## src/rtl/uart_frame_tx.sv

```systemverilog
// Framed 8N1 UART transmitter: buffers a payload, then sends SOF 0xA5, LEN, payload, CHK.
// Define UART_FRAME_TX_CRC8_EN to make CHK a CRC-8 (poly 0x07) instead of an XOR.
module uart_frame_tx #(
    parameter int CLK_FREQ  = 20000000,
    parameter int BAUD_RATE = 125000,
    parameter int MAX_LEN   = 16
) (
    input  logic       clk_i,
    input  logic       rst_i,
    input  logic       s_valid_i,
    input  logic [7:0] s_data_i,
    input  logic       s_last_i,
    output logic       s_ready_o,
    output logic       uart_tx_o,
    output logic       busy_o,
    output logic       trunc_o
);
    localparam int DIV    = CLK_FREQ / BAUD_RATE;
    localparam int BAUD_W = (DIV > 1) ? $clog2(DIV) : 1;
    localparam int IDX_W  = (MAX_LEN > 1) ? $clog2(MAX_LEN) : 1;
    localparam logic [7:0] SOF_BYTE = 8'hA5;

    typedef enum logic [2:0] {S_COLLECT, S_SOF, S_LEN, S_PAYLOAD, S_CHK} state_t;

    state_t            state;
    logic [7:0]        pay_buf [MAX_LEN];
    logic [7:0]        wr_cnt;
    logic [7:0]        len;
    logic [7:0]        rd_idx;
    logic [7:0]        shreg;
    logic [7:0]        chk;
    logic [BAUD_W-1:0] baud_cnt;
    logic [3:0]        bit_cnt;
    logic              accept;
    logic              closing;
    logic              baud_tick;
    logic              last_payload;
    logic [IDX_W-1:0]  rd_nxt;

    function automatic logic [7:0] chk_next(input logic [7:0] acc, input logic [7:0] b);
`ifdef UART_FRAME_TX_CRC8_EN
        logic [7:0] c;
        c = acc ^ b;
        for (int i = 0; i < 8; i++) c = c[7] ? ((c << 1) ^ 8'h07) : (c << 1);
        return c;
`else
        return acc ^ b;
`endif
    endfunction

    assign accept       = s_valid_i & s_ready_o;
    assign closing      = s_last_i | (wr_cnt == 8'(MAX_LEN - 1));
    assign trunc_o      = accept & ~s_last_i & (wr_cnt == 8'(MAX_LEN - 1));
    assign baud_tick    = (baud_cnt == BAUD_W'(DIV - 1));
    assign last_payload = (rd_idx == len - 8'd1);
    assign rd_nxt       = rd_idx[IDX_W-1:0] + IDX_W'(1);

    // NOTE: the payload buffer has no reset; wr_cnt/len decide which entries are valid,
    // and leaving it out keeps the array mappable onto plain RAM.
    always_ff @(posedge clk_i) begin
        if (accept) pay_buf[wr_cnt[IDX_W-1:0]] <= s_data_i;
    end

    // NOTE: every state register below uses non-blocking assignment so all of them
    // update together from the same pre-edge values.
    always_ff @(posedge clk_i or posedge rst_i) begin
        if (rst_i) begin
            state     <= S_COLLECT;
            uart_tx_o <= 1'b1;
            s_ready_o <= 1'b0;
            busy_o    <= 1'b0;
            wr_cnt    <= '0;
            len       <= '0;
            rd_idx    <= '0;
            shreg     <= '0;
            chk       <= '0;
            baud_cnt  <= '0;
            bit_cnt   <= '0;
        end else if (state == S_COLLECT) begin
            baud_cnt <= '0;
            bit_cnt  <= '0;
            if (!s_ready_o) begin
                s_ready_o <= 1'b1;
            end else if (s_valid_i) begin
                wr_cnt <= wr_cnt + 8'd1;
                if (closing) begin
                    // Start bit of SOF goes out on the very next cycle.
                    len       <= wr_cnt + 8'd1;
                    wr_cnt    <= '0;
                    s_ready_o <= 1'b0;
                    busy_o    <= 1'b1;
                    uart_tx_o <= 1'b0;
                    shreg     <= SOF_BYTE;
                    chk       <= '0;
                    state     <= S_SOF;
                end
            end
        end else if (!baud_tick) begin
            baud_cnt <= baud_cnt + BAUD_W'(1);
        end else begin
            baud_cnt <= '0;
            if (bit_cnt != 4'd9) begin
                bit_cnt <= bit_cnt + 4'd1;
                if (bit_cnt == 4'd8) begin
                    uart_tx_o <= 1'b1;
                end else begin
                    uart_tx_o <= shreg[0];
                    shreg     <= shreg >> 1;
                end
            end else begin
                // Stop bit done: next byte's start bit follows with no idle gap.
                bit_cnt   <= '0;
                uart_tx_o <= 1'b0;
                unique case (state)
                    S_SOF: begin
                        state <= S_LEN;
                        shreg <= len;
                        chk   <= chk_next(chk, len);
                    end
                    S_LEN: begin
                        state  <= S_PAYLOAD;
                        rd_idx <= '0;
                        shreg  <= pay_buf[0];
                        chk    <= chk_next(chk, pay_buf[0]);
                    end
                    S_PAYLOAD: begin
                        if (last_payload) begin
                            state <= S_CHK;
                            shreg <= chk;
                        end else begin
                            rd_idx <= rd_idx + 8'd1;
                            shreg  <= pay_buf[rd_nxt];
                            chk    <= chk_next(chk, pay_buf[rd_nxt]);
                        end
                    end
                    default: begin
                        state     <= S_COLLECT;
                        uart_tx_o <= 1'b1;
                        busy_o    <= 1'b0;
                        s_ready_o <= 1'b1;
                    end
                endcase
            end
        end
    end
endmodule

```

## config.mk

```make
export PLATFORM = sky130hd
export DESIGN_NAME = uart_frame_tx
export DESIGN_NICKNAME = d
export VERILOG_FILES = /design/src/rtl/uart_frame_tx.sv
export SDC_FILE = /design/constraint.sdc
export NUM_CORES = 1
export LEC_CHECK = 0
export BUFFER_PORTS_ARGS = -buffer_cell sky130_fd_sc_hd__buf_2
export CORE_UTILIZATION = 35
export CTS_CLUSTER_SIZE = 25
export DETAILED_ROUTE_END_ITERATION = 10
export PLACE_DENSITY_LB_ADDON = 0.2
export SLEW_MARGIN = 10
export SYNTH_ARGS = -nofsm -noshare
export SYNTH_HDL_FRONTEND = slang
export SYNTH_SLANG_ARGS = --single-unit
```

## constraint.sdc

```tcl
create_clock -name clk_i -period 6.7 [get_ports clk_i]
set_clock_uncertainty 0.2 [all_clocks]
set_input_delay 1.34 -clock clk_i [delete_from_list [all_inputs] [get_ports clk_i]]
set_output_delay 1.34 -clock clk_i [all_outputs]
set_load 0.005 [all_outputs]
```

==> out/qor.csv <==
stage,metric,value,unit
run_status,status,completed,
die,num_rows,57,
global_routing,antenna_found_initial,0,
power_and_ir_drop,p_leak,0.00355,uW
die,dieArea,25900,um^2
cells_and_area,seq_area,5300,um^2
clock_network,htree_num_levels,4,
setup_path,end_kind,output port,
clock_network,clk_pin_slew,70,ps
timing,hold_viol,0,
hold_path,hp-start,busy_o$_DFFE_PP0P_,
setup_path,cp_data_required_time,5160,ps
yosys,async_reset_ff_share,31.2,%
die,die_x,161,um
timing,setup_violations,0,
timing,fin_tns_setup,0,ps
yosys,ys_types,68,
die,fp.dieH,161,um
cells_and_area,final_cells,1003,
global_routing,overflow,0,
die,ioPinCount,16,
clock_network,clockBufferDepth,2,
cells_and_area,multi_input_area,3280,um^2
global_routing,grt_max_degree,59,
setup_path,cp-start-kind,input port,
yosys,netlist_area,8850,um^2
clock_network,cts_made_buffers,17,
yosys,synthCells,662,
setup_path,r2r-end,shreg[6]$_DFFE_PP0P_,
clock_network,cts_hold_buf,0,
placement,dp_cells,971,
cells_and_area,antenna_cells,0,
routing,num_vias,5524,
timing,max_freq,0.271,GHz
global_routing,track_usage,16.5,%
placement,dp_hpwl,13800,um
yosys,synth_area_per_cell,13.4,um^2
hold_path,min_path_type,reg2reg,
power_and_ir_drop,design_power_total,2290,uW
routing,dr.pass1.iters,5,
routing,ant_nets,0,
clock_network,cts_root_buf,clkbuf_16,
routing,wl,20400,um
yosys,ys_warn_count,0,
job,maxCapViolCount,0,
cells_and_area,fill_cells,2313,
setup_path,reg2reg_from,rd_idx[0]$_DFFE_PP0P_,
cells_and_area,layout-drive-gt1-share,11.9,%
clock_network,cts_tree,yes,
cells_and_area,final_cell_mix,"edfxtp_1, nor2_1, nand2_1",
global_routing,grt_pass1_vias,5461,
timing,fin_crit,3700,ps
power_and_ir_drop,power_per_cell_area,235,nW/um^2
setup_path,rr_worst_depth,8,
clock_network,clock_sinks,186,
cells_and_area,final_common_cell,edfxtp_1,
placement,io_buffers,15,
yosys,synth-edff-count,128,
global_routing,grt_first_pass_wirelength,32300,um
placement,gp_congestion,0.809,
clock_network,ctsResizeCount,0,
die,core_area,24500,um^2
yosys,synth_top_area_cell,edfxtp_1,
yosys,syn_nets,684,
clock_network,cts_setup_buffers,0,
setup_path,cp_max_fo,6,
timing,rsz0062_at_grt,false,
routing,drc,0,
timing,max_slew_margin,25.4,%
setup_path,cp.arrival,2160,ps
setup_path,reg2reg_slack,3070,ps
routing,post_drt_wl_per_cell,20.3,um
timing,whs,279,ps
die,start_util,36.1,%
setup_path,crit_type,in2out,
routing,drt_iter0_markers,418,
timing,tightest_slew,1120,ps
cells_and_area,nets,688,
yosys,yosys-top-cells-area,"edfxtp_1, dfrtp_1, mux4_1",
yosys,ys_ff_latch,186,
timing,slew_violations,0,
clock_network,clk_latency,440,ps
timing,min_period_over_period,55.2,%
power_and_ir_drop,ir_drop,0.153,mV
hold_path,hold_end,busy_o$_DFFE_PP0P_,
routing,via_per_inst,5.51,
cells_and_area,areaGrowthSynthToFinish,10.1,%
yosys,seq_area_frac_synth,59.9,%
yosys,ys.flop_type,edfxtp_1,
cells_and_area,fin_util,39.7,%
hold_path,min_path_cells,2,
yosys,netlist.area_leader.share,43.5,%
worst max-delay path by stage:
stage | start | end | slack [ps] | depth (start not counted)
CTS | s_valid_i | trunc_o | 3000 | 4
floorplan | s_valid_i | trunc_o | 3370 | 2
finish | s_valid_i | trunc_o | 3000 | 4
global placement | s_valid_i | chk[7]$_DFFE_PP0P_ | 3000 | 7
detailed placement | s_valid_i | chk[7]$_DFFE_PP0P_ | 2930 | 7
global route | rd_idx[0]$_DFFE_PP0P_ | chk[6]$_DFFE_PP0P_ | 2770 | 6
through the flow:
stage               worst slack [ps]  cell area (um^2)
floorplan                       3370              8850
global placement                3000              9140
detailed placement              2930              9140
CTS                             3000              9740
global route                    2770              9740
finish                          3000              9740
final cells by class:
cell class,count,area share [%]
sequential,186,54.4
multi-input combinational,428,33.6
clock buffer,18,4.41
tap,324,4.16
clock inverter,14,1.75
timing repair buffer,20,1.16
inverter,13,0.501
state kept, by name (all words and copies together), names as in the netlist, 4 cells and up:
register	count
bit_cnt	4
wr_cnt	8
len	8
shreg	8
baud_cnt	8
chk	8
rd_idx	8
pay_buf	128
synth_stat cells, types with 3 or more instances:
cell type  number
edfxtp_1      128
nor2_1         63
dfrtp_1        57
nand2_1        57
o21ai_0        31
a21oi_1        29
nand3_1        21
mux4_1         20
mux2i_1        19
and2_1         18
mux4_2         15
xnor2_1        13
and3_1         12
clkbuf_1       12
inv_1          12
buf_2          11
nor3_1         11
ha_1           10
xor2_1         10
a31oi_1         8
o21bai_1        7
a21o_1          6
nand4_1         6
buf_4           5
a41o_1          4
buf_6           4
o21ai_1         4
o311ai_0        4
or3_1           4
a22oi_1         3
nand2b_1        3
nor2b_1         3
o211ai_1        3
o2bb2ai_1       3
report_power, final:
part           switching [uW]  internal (uW)  total (uW)
clock                     485            535        1020
sequential               2.24           1230        1230
combinational            26.0           7.65        33.6
total                     513           1780        2290
critical path, cell delays in order:
cell and delay (ps):
buf_2 90, nand2_1 200, nor4b_1 360, buf_2 170
logic make-up after synthesis:
kind of cell	count (synthesis)	share of synthesized area, %
compound gates	123	9.02
xor+xnor	25	2.77
fa+ha+maj	10	1.41
buf+inv	48	3.11
flops	186	59.9
mux	54	11.9
simple gates	216	11.9
routing by layer:
metal  track usage [%]  up-vias  wire [um]
met5                 0        -          0
met4              5.62        0        397
met3              3.18       23        827
met2              26.5      157       9760
met1              22.4     2818       9370
li1                  -     2526          -
Note: power is estimated with default switching activity, not from simulation.
